[src/rtl/scan_driver.sv]
// scan_driver: four-digit multiplexed seven-segment scanner with a
// frame-synchronous load handshake. Each slot lasts DIV cycles, and all
// anodes stay dark for the first GAP cycles of every slot. A new value is
// parked in a shadow register and moves to the display register only at the
// end of a full four-slot scan, so a frame never mixes two values.
// Optional feature: define LZ_BLANK_EN to blank leading zeros; slot 0 always
// lights.
module scan_driver #(
  parameter int DIV = 1000,
  parameter int GAP = 2
) (
  input  logic        clock,
  input  logic        n_reset,
  input  logic [15:0] value,
  input  logic        load,
  output logic        ready,
  output logic [3:0]  digit,
  output logic [3:0]  anode,
  output logic        frame
);

  typedef enum logic [1:0] {SLOT0, SLOT1, SLOT2, SLOT3} slot_t;

  localparam logic [15:0] TICK_LAST = 16'(DIV - 1);
  localparam logic [15:0] GAP_CYC   = 16'(GAP);

  logic [15:0] tick_cnt_reg, tick_cnt_next;
  slot_t       slot_reg, slot_next;
  logic [15:0] disp_reg, disp_next;
  logic [15:0] shadow_reg, shadow_next;
  logic        pending_reg, pending_next;
  logic        boundary;

  logic [3:0]  lit_next;
  logic [3:0]  slot_onehot;
  logic [3:0]  digit_next, anode_next;
  logic        frame_next;

  logic [3:0]  digit_reg, anode_reg;
  logic        frame_reg, ready_reg;

  // Next-state logic: tick counter, slot sequencing, display/shadow handshake.
  always_comb begin
    tick_cnt_next = tick_cnt_reg;
    slot_next     = slot_reg;
    disp_next     = disp_reg;
    shadow_next   = shadow_reg;
    pending_next  = pending_reg;
    boundary      = (slot_reg == SLOT3) && (tick_cnt_reg == TICK_LAST);

    if (tick_cnt_reg == TICK_LAST) begin
      tick_cnt_next = 16'd0;
      case (slot_reg)
        SLOT0:   slot_next = SLOT1;
        SLOT1:   slot_next = SLOT2;
        SLOT2:   slot_next = SLOT3;
        default: slot_next = SLOT0;
      endcase
    end else begin
      tick_cnt_next = tick_cnt_reg + 16'd1;
    end

    // The boundary transfer uses the old shadow, so a load taken in the same
    // cycle waits one more frame.
    if (boundary && pending_reg) begin
      disp_next    = shadow_reg;
      pending_next = 1'b0;
    end

    // ready is ~pending_reg, so acceptance never collides with the transfer.
    if (load && !pending_reg) begin
      shadow_next  = value;
      pending_next = 1'b1;
    end
  end

  // Per-slot light enable; slot 0 always lights.
  genvar gi;
  generate
    for (gi = 0; gi < 4; gi = gi + 1) begin : g_lit
      if (gi == 0) begin : g_first
        assign lit_next[gi] = 1'b1;
      end else begin : g_upper
`ifdef LZ_BLANK_EN
        assign lit_next[gi] = |disp_next[15:4*gi];
`else
        assign lit_next[gi] = 1'b1;
`endif
      end
    end
  endgenerate

  // Output values for the coming cycle, decoded from the next state so the
  // registered outputs line up with the state they describe.
  always_comb begin
    digit_next  = 4'h0;
    slot_onehot = 4'b0001;
    case (slot_next)
      SLOT0: begin digit_next = disp_next[3:0];   slot_onehot = 4'b0001; end
      SLOT1: begin digit_next = disp_next[7:4];   slot_onehot = 4'b0010; end
      SLOT2: begin digit_next = disp_next[11:8];  slot_onehot = 4'b0100; end
      default: begin digit_next = disp_next[15:12]; slot_onehot = 4'b1000; end
    endcase
    if (tick_cnt_next < GAP_CYC) begin
      anode_next = 4'b1111;
    end else begin
      anode_next = ~(slot_onehot & lit_next);
    end
    frame_next = (slot_next == SLOT3) && (tick_cnt_next == TICK_LAST);
  end

  // State and registered outputs; reset clears everything immediately.
  always_ff @(posedge clock or negedge n_reset) begin
    if (!n_reset) begin
      tick_cnt_reg <= 16'd0;
      slot_reg     <= SLOT0;
      disp_reg     <= 16'd0;
      shadow_reg   <= 16'd0;
      pending_reg  <= 1'b0;
      digit_reg    <= 4'h0;
      anode_reg    <= 4'b1111;
      frame_reg    <= 1'b0;
      ready_reg    <= 1'b1;
    end else begin
      tick_cnt_reg <= tick_cnt_next;
      slot_reg     <= slot_next;
      disp_reg     <= disp_next;
      shadow_reg   <= shadow_next;
      pending_reg  <= pending_next;
      digit_reg    <= digit_next;
      anode_reg    <= anode_next;
      frame_reg    <= frame_next;
      ready_reg    <= ~pending_next;
    end
  end

  assign digit = digit_reg;
  assign anode = anode_reg;
  assign frame = frame_reg;
  assign ready = ready_reg;

endmodule

[config.mk]
export PLATFORM = sky130hd
export DESIGN_NAME = scan_driver
export DESIGN_NICKNAME = d
export VERILOG_FILES = /design/src/rtl/scan_driver.sv
export SDC_FILE = /design/constraint.sdc
export NUM_CORES = 1
export LEC_CHECK = 0
export ABC_CLOCK_PERIOD_IN_PS = 2900
export CAP_MARGIN = 20
export CORE_ASPECT_RATIO = 1.5
export CORE_MARGIN = 2
export CORE_UTILIZATION = 35
export DETAILED_ROUTE_END_ITERATION = 7
export PLACE_DENSITY = 0.53
export SLEW_MARGIN = 5
export SYNTH_ARGS = -nofsm -noshare
export SYNTH_HDL_FRONTEND = slang
export SYNTH_SLANG_ARGS = --single-unit
[constraint.sdc]
create_clock -name clock -period 2.9 [get_ports clock]
set_clock_uncertainty 0.1 [all_clocks]
set_input_delay 0.29 -clock clock [delete_from_list [all_inputs] [get_ports clock]]
set_output_delay 0.29 -clock clock [all_outputs]
set_load 0.01 [all_outputs]
# ---- Yosys cells after proc, flatten, opt, wreduce, memory -nomap -nowiden
# Cells that the tools add are included.
dict set report classes {
  order_cmp 1
  addsub 1
  reduce_logical 7
  mux 9
  div_mod_pow 0
  mul 0
  shift 0
  bitwise 2
  eq_ne 8
}
# cell n
set ops {}
lappend ops {{$eq A16 B10 Y1 const B} 2}
lappend ops {{$mux W16} 2}
lappend ops {{$pmux W4 S3} 2}
lappend ops {{$add A16 B1 Y16 const B} 1}
lappend ops {{$lt A16 B2 Y1 const B} 1}
lappend ops {{$eq A2 B2 Y1 const B} 4}
lappend ops {{$pmux W2 S3} 1}
lappend ops {{$eq A2 B1 Y1 const B} 2}
lappend ops {{$logic_and A1 B1 Y1} 4}
lappend ops {{$logic_not A2 Y1} 2}
lappend ops {{$mux W4} 1}
lappend ops {{$not A4 Y4} 1}
lappend ops {{$mux W1} 2}
lappend ops {{$mux W2} 1}
lappend ops {{$logic_not A1 Y1} 1}
lappend ops {{$not A1 Y1} 1}
dict set report totals {
  mem_bits_rw 0
  memories 0
  out_inout_bits 10
  reg_bits 61
  latchBits 0
  romBits 0
  inputBits 19
  elab_cells 37
}

# ---- Depth between registers and ports, before layout
# Gate-level depths: netlist of run 1.
dict set report depth {
  word_depth 7
  ltp_mapped 9
}

# ---- Worst setup path before layout of run 1
# No wires, ideal clock.
dict set report synth_path {
  path_kind {register to register}
  start {register slot_reg[1]}
  end {register digit_reg[0] (netlist: digit[0])}
  arrival_time_ps 1848
  t_required_ps 2674
  stages_incl_launch_ff 7
  path_slack_ps 826
  n_path_buf 1
  path_cell_list {dfrtp_1 > inv_1 > ha_1 > clkbuf_1 > mux4_2 > mux2i_1 > mux2i_1}
}
dict set report synth_via {
  elab_chain_cells 5
}
# item line_no
set synth_lines {}
lappend synth_lines {{start: declaration} 28} ;# slot_t slot_reg, slot_next;
lappend synth_lines {{start signal: assignment} 126} ;# slot_reg <= slot_next;
lappend synth_lines {{$eq A2 B2 Y1, or another cell as far along} 53} ;# case (slot_reg)
lappend synth_lines {{$pmux W2 S3 or $logic_and A1 B1 Y1 (tied branches)} {53, 49}}
lappend synth_lines {{$mux W2 or $logic_and A1 B1 Y1 (tied branches)} {51, 65}}
lappend synth_lines {{$eq A2 B2 Y1, or another cell as far along} 98} ;# case (slot_next)
lappend synth_lines {{$pmux W4 S3 *} 98}
lappend synth_lines {{net digit_next[0]} 36} ;# logic [3:0] digit_next, anode_next;
lappend synth_lines {{end signal: assignment} 130} ;# digit_reg <= digit_next;
lappend synth_lines {{end: declaration} 39} ;# logic [3:0] digit_reg, anode_reg;
# The timed path passes the listed nets; every way through them passes the cells marked *.
# A chain may end at the register's enable or synchronous reset.

# ---- Worst setup path in the final report of run 1
dict set report layout_path {
  start {register tick_cnt_reg[0]}
  end {register digit_reg[0] (netlist: digit[0])}
}
dict set report layout_via {
  elab_chain_cells 5
}
# item line_no
set layout_lines {}
lappend layout_lines {{start: declaration} 27} ;# logic [15:0] tick_cnt_reg, tick_cnt_next;
lappend layout_lines {{start signal: assignment} 125} ;# tick_cnt_reg <= tick_cnt_next;
lappend layout_lines {{$eq A16 B10 Y1} 49} ;# boundary = (slot_reg == SLOT3) && (tick_cnt_reg == TICK_LAST);
lappend layout_lines {{$logic_and A1 B1 Y1} 49}
lappend layout_lines {{$logic_and A1 B1 Y1} 65} ;# if (boundary && pending_reg) begin
lappend layout_lines {{$mux W16} 65}
lappend layout_lines {{net disp_next[0]} 29} ;# logic [15:0] disp_reg, disp_next;
lappend layout_lines {{$pmux W4 S3} 98}
lappend layout_lines {{net digit_next[0]} 36}
# The timed path passes the listed nets, and every way through them passes these cells.

==> results of run 1 <==
## where the power goes
part           switching, uW  leakage (uW)  internal, uW
registers               24.1      0.000784           883
logic                   26.6      0.000735          46.1
clock network            342      0.000143           706
## logic make-up (layout without fill, tap and decap cells)
family	Yosys count	after routing	synth area share (%)
DFF	61	61	50.4
muxes	30	30	11.1
AOI/OAI and AO/OA	30	30	6.58
xor gates and xnor gates	17	17	4.90
adders and majority gates	4	4	1.65
buffers and inverters	24	54	3.54
and+or+nand+nor	124	124	21.8
## per-layer routing
metal  routed length (um)  vias up
met5                    0        -
met4                  318        0
met3                  222       24
met2                 3640       43
met1                 2640     1096
li1                     -     1069
## final timing paths
| check | startpoint | cells past startpoint | to |
|---|---|---|---|
| max | tick_cnt_reg[0] | 7 | digit[0] |
| min | disp_reg[1] | 2 | disp_reg[1] |
| max reg2reg | tick_cnt_reg[0] | 7 | digit[0] |
| min reg2reg | disp_reg[1] | 2 | disp_reg[1] |
| max in group asynchronous | n_reset | 3 | anode[3] |
| min in group asynchronous | n_reset | 2 | shadow_reg[14] |
## stage by stage
| stage | setup slack [ps] | instance area (um2) | hold slack, ps | utilization (%) |
|---|---|---|---|---|
| after floorplan | 826 | 3040 | -106 | - |
| after global placement | 504 | 3410 | 306 | 40.5 |
| after detailed placement | 422 | 3410 | 303 | 40.5 |
| after CTS | 403 | 3710 | 363 | 44.1 |
| after global routing | 219 | 3710 | 399 | 44.1 |
| final | 429 | 3710 | 360 | 44.1 |
## synthesized netlist by cell type (all sizes together) (2+ instances only)
library cell and number:
and4 5, xnor2 10, or2 3, nand2 49
and2 2, nand4 9, or3 3, o21ai 7
inv 6, a211oi 3, dfstp 5, a21oi 8
o2111a 2, a31oi 3, nand3 14, clkbuf 8
nor2 18, nor4b 2, nor2b 4, a211o 2
xor2 7, nor3 8, buf 10, ha 4
mux2 20, mux2i 9, and3 3, dfrtp 56
## critical path: stages, from the launching register on
cell	delay, ps
dfrtp_1	410
ha_1	260
and4bb_2	270
and4_1	440
nand3_4	250
mux2_1	390
mux2i_1	130
mux2i_1	90
## repair_timing
item,4_1_cts,5_1_grt
hold buffers,1,0
endpoints found under the hold margin,29,0
gates resized for setup,0,0
## area by class of cell
type	count	area, um2
multi-input combinational	205	1400
tap	107	134
timing repair buffer	33	328
sequential	61	1530
fill	835	4700
clock inverter	1	30.0
clock buffer	14	264
inverter	6	22.5
==> flow_summary_export.csv, run 1 <==
group,metric,value,unit
run_status,status,"finished clean",
critical_path,startpoint_type,"flop",
final_layout,area_delta_synth_final,22.1,%
clock_network,htreeDepth,3,
hold_path,hold_path_class,"flop to flop",
critical_path,cp_max_fo,16,
synthesis,synth_flop_cell,"dfrtp_1",
synthesis,syn_nets,313,
pwr,finalPower,2030,uW
sta,setup_viol,0,
pwr,peakVddDrop,0.000337,V
flow_run,drv_cap,0,
synthesis,seq_area_frac_synth,50.4,%
floorplan,fp.dieH,118,um
sta,fmax,405,MHz
floorplan,rows,41,
final_layout,layout_common_cells,"dfrtp_1, nand2_1, clkdlybuf4s50_1, mux2_2, nor2_1",
final_layout,final_common_cell,"dfrtp_1",
pwr,leakagePower,0.00166,uW
clock_network,clk_path_buf_depth,2,
critical_path,cp_data_arrival_time,2580,ps
global_route,grt_pass1_wl,11400,um
global_route,grt_use_total,16.1,%
route,num_vias,2232,
route,ant_nets,0,
sta,fin_tns_setup,0,ps
route,dr.pass1.iters,4,
synthesis,synth.area.top_cells,"dfrtp_1, mux2_2, nand2_1, dfstp_2, mux2i_1",
sta,hold_viol,0,
synthesis,synth.avg_cell_area,10.5,um2
sta,rsz0062_at_grt,"false",
floorplan,ioPinCount,29,
global_route,met3_usage,4.20,%
clock_network,cts_root_buf,"clkbuf_16",
synthesis,synth_edf_count,0,
clock_network,insertion_delay,330,ps
global_route,busiest_layer,"met2",
clock_network,clock-sinks,61,
place,portBuffers,28,
sta,min_period,2470,ps
pwr,power.density,546,nW/um2
critical_path,rrSetupSlack,430,ps
global_route,grt_overflow,0,
route,drt-total-wl,6820,um
synthesis,async_flop_share,100,%
place,gp_congestion,0.868,
final_layout,fin_nets,339,
route,via_per_inst,5.23,
synthesis,synth-seq-cells,61,
global_route,grt_max_degree,32,
floorplan,start_util,36.1,%
sta,report.final.slew_viol_count,0,
synthesis,syn_inst,290,
clock_network,cts_tree,"yes",
global_route,met2_usage,26.8,%
floorplan,core_area,8410,um2
clock_network,postCtsSetupBuffers,0,
critical_path,path_class,"flop to flop",
place,dp_hpwl,5060,um
floorplan,die_x,80.1,um
global_route,gr-usage-met1,17.6,%
global_route,grt_pass1_vias,2307,
sta,relSlewSlack,49.8,%
clock_network,cts_buffers,9,
final_layout,drive_gt1_share,15.3,%
route,wl_per_cell,16.0,um
synthesis,syn_area,3040,um2
final_layout,antenna_cells,0,
synthesis,yosys.area.top_type_share,46.1,%
global_route,antenna_found_initial,0,
floorplan,die-area,9460,um2
place,placed_cells_incl_taps,411,
clock_network,clk_pin_slew_worst_paths,50,ps
synthesis,synth_warnings,0,
final_layout,final_cells,427,
sta,worstMarginPinSlew,753,ps
sta,finalCritPeriodShare,85.2,%
route,drtIter0Drc,55,
critical_path,critPathRequiredTime,3010,ps
route,drc,0,
critical_path,cp-end-kind,"flop",
synthesis,yosysTopAreaCell,"dfrtp_1",
synthesis,synth_cell_types,49,
No activity file was read; power rests on OpenSTA's default activity.
==> inputs of run 2 (changes only) <==
- ABC_CLOCK_PERIOD_IN_PS: 2900 -> 2950
- CORE_UTILIZATION: 35 -> 59
- PLACE_DENSITY: 0.53 -> 0.82
- clock period: 2.9 -> 2.95 ns (I/O delays scaled with it)
==> flow_summary_export.csv, run 2 (synthesis gave the netlist of run 1 again) <==
group,metric,value,unit
critical_path,rrSetupSlack,480,ps
sta,timing.final.ws_setup,484,ps
floorplan,ioPinCount,29,
hold_path,hold_path_class,"input port to asynchronous set/reset pin",
place,portBuffers,28,
clock_network,htreeDepth,3,
floorplan,die_x,62.6,um
pwr,internal_power,1260,uW
place,placed_cell_area,3350,um2
route,drc,0,
final_layout,nFillCells,394,
critical_path,cp-end-kind,"flop",
clock_network,insertion_delay,340,ps
sta,min_period,2470,ps
final_layout,antenna_cells,0,
critical_path,r2r-start,"tick_cnt_reg[0]",
floorplan,rows,32,
route,drt-total-wl,6370,um
pwr,seqPwrFrac,54.8,%
clock_network,clock-sinks,61,
final_layout,drive_gt1_share,16.2,%
place,placed_cells_incl_taps,372,
sta,hold_viol,0,
pwr,leakagePower,0.00161,uW
sta,relSlewSlack,65.6,%
sta,finalCritPeriodShare,83.6,%
final_layout,layout_common_cells,"dfrtp_1, nand2_1, clkdlybuf4s50_1, mux2_2, nor2_1",
final_layout,fin_nets,339,
clock_network,post_cts_resized,0,
run_status,status,"finished clean",
place,dp_hpwl,4740,um
route,via_per_inst,5.72,
floorplan,die-area,5760,um2
pwr,swShare,22.5,%
place,post-place-ws,518,ps
global_route,grt_pass1_vias,2366,
route,wl_per_cell,16.4,um
clock_network,cts_buffers,9,
sta,fmax,406,MHz
critical_path,path_class,"flop to flop",
route,ant_nets,0,
critical_path,r2r-end,"digit[0]",
sta,rsz0062_at_grt,"false",
sta,worstMarginPinSlew,516,ps
critical_path,reg2reg_depth,7,
critical_path,startpoint_type,"flop",
place,gp_congestion,0.963,
route,num_vias,2225,
pwr,comb_power_share,4.4,%
floorplan,start_util,60.3,%
critical_path,critPathRequiredTime,3080,ps
clock_network,cts_tree,"yes",
global_route,grt_overflow,0,
final_layout,design_area,3530,um2
sta,report.final.slew_viol_count,0,
floorplan,core_area,5040,um2
final_layout,final_common_cell,"dfrtp_1",
route,dr.pass1.iters,4,
pwr,peakVddDrop,0.000362,V
critical_path,crit_start,"tick_cnt_reg[0]",
sta,fin_tns_setup,0,ps
critical_path,cp_max_fo,16,
pwr,p_clk_share,40.8,%
final_layout,area_delta_synth_final,16.2,%
floorplan,fp.dieH,91.9,um
critical_path,cp_data_arrival_time,2590,ps
global_route,antenna_found_initial,0,
final_layout,final_cells,389,
global_route,grt_use_total,25.1,%
route,drtIter0Drc,154,
clock_network,clk_path_buf_depth,2,
pwr,power.density,458,nW/um2
global_route,grt_pass1_wl,11100,um
global_route,grt_max_degree,35,
flow_run,drv_cap,0,
clock_network,cts_root_buf,"clkbuf_8",
clock_network,clk_pin_slew_worst_paths,70,ps
pwr,p_sw,364,uW
sta,setup_viol,0,
## run 2: power by group through the flow
stage	registers [uW]	clock network [uW]	logic [uW]
finish	888	661	70.5
global route	892	712	79.2
CTS	889	676	73.0
detailed placement	904	0	71.8
global placement	903	0	68.4
floorplan	894	0	26.8
## run 2: worst max path at each step
stage,endpoint,cells after the start,slack (ps)
detailed placement,digit[0],7,520
floorplan,digit[0],6,880
finish,digit[0],7,480
global placement,digit[0],7,620
CTS,digit[0],7,500
global route,digit[0],6,330
## run 2: routing by layer
layer  routed length (um)  GRT usage (%)  share of wire [%]
met1                 2440           27.0                 38
met2                 3370           43.0                 53
met3                  204           5.52                3.2
met4                  347           18.3                5.5
met5                    0              0                  0
## run 2: through the flow
stage / utilization [%] / hold WS (ps) / total power [uW]
global placement: 66.3 / 79.0 / 971
floorplan: - / -101 / 921
finish: 70.0 / 250 / 1620
CTS: 70.0 / 251 / 1640
global route: 70.0 / 272 / 1680
detailed placement: 66.3 / 83.4 / 975
## run 2: layout make-up
type / instances / area, um2 / area share, %
Tap cell: 68 / 85.1 / 2.41
Clock inverter: 4 / 22.5 / 0.637
Clock buffer: 12 / 155 / 4.39
Inverter: 6 / 22.5 / 0.637
Multi-Input combinational cell: 205 / 1400 / 39.6
Timing Repair Buffer: 33 / 315 / 8.92
Sequential cell: 61 / 1530 / 43.4
## run 2: repair_timing
| action | CTS | global route |
|---|---|---|
| setup buffers | 0 | 0 |
| endpoints found under the hold margin | 9 | 0 |
| hold buffers | 1 | 0 |
## run 2: critical path, stage by stage (launching register included)
cell	delay (ps)
dfrtp_1	410
ha_1	270
and4bb_2	280
and4_1	440
nand3_4	240
mux2_1	390
mux2i_1	130
mux2i_1	90
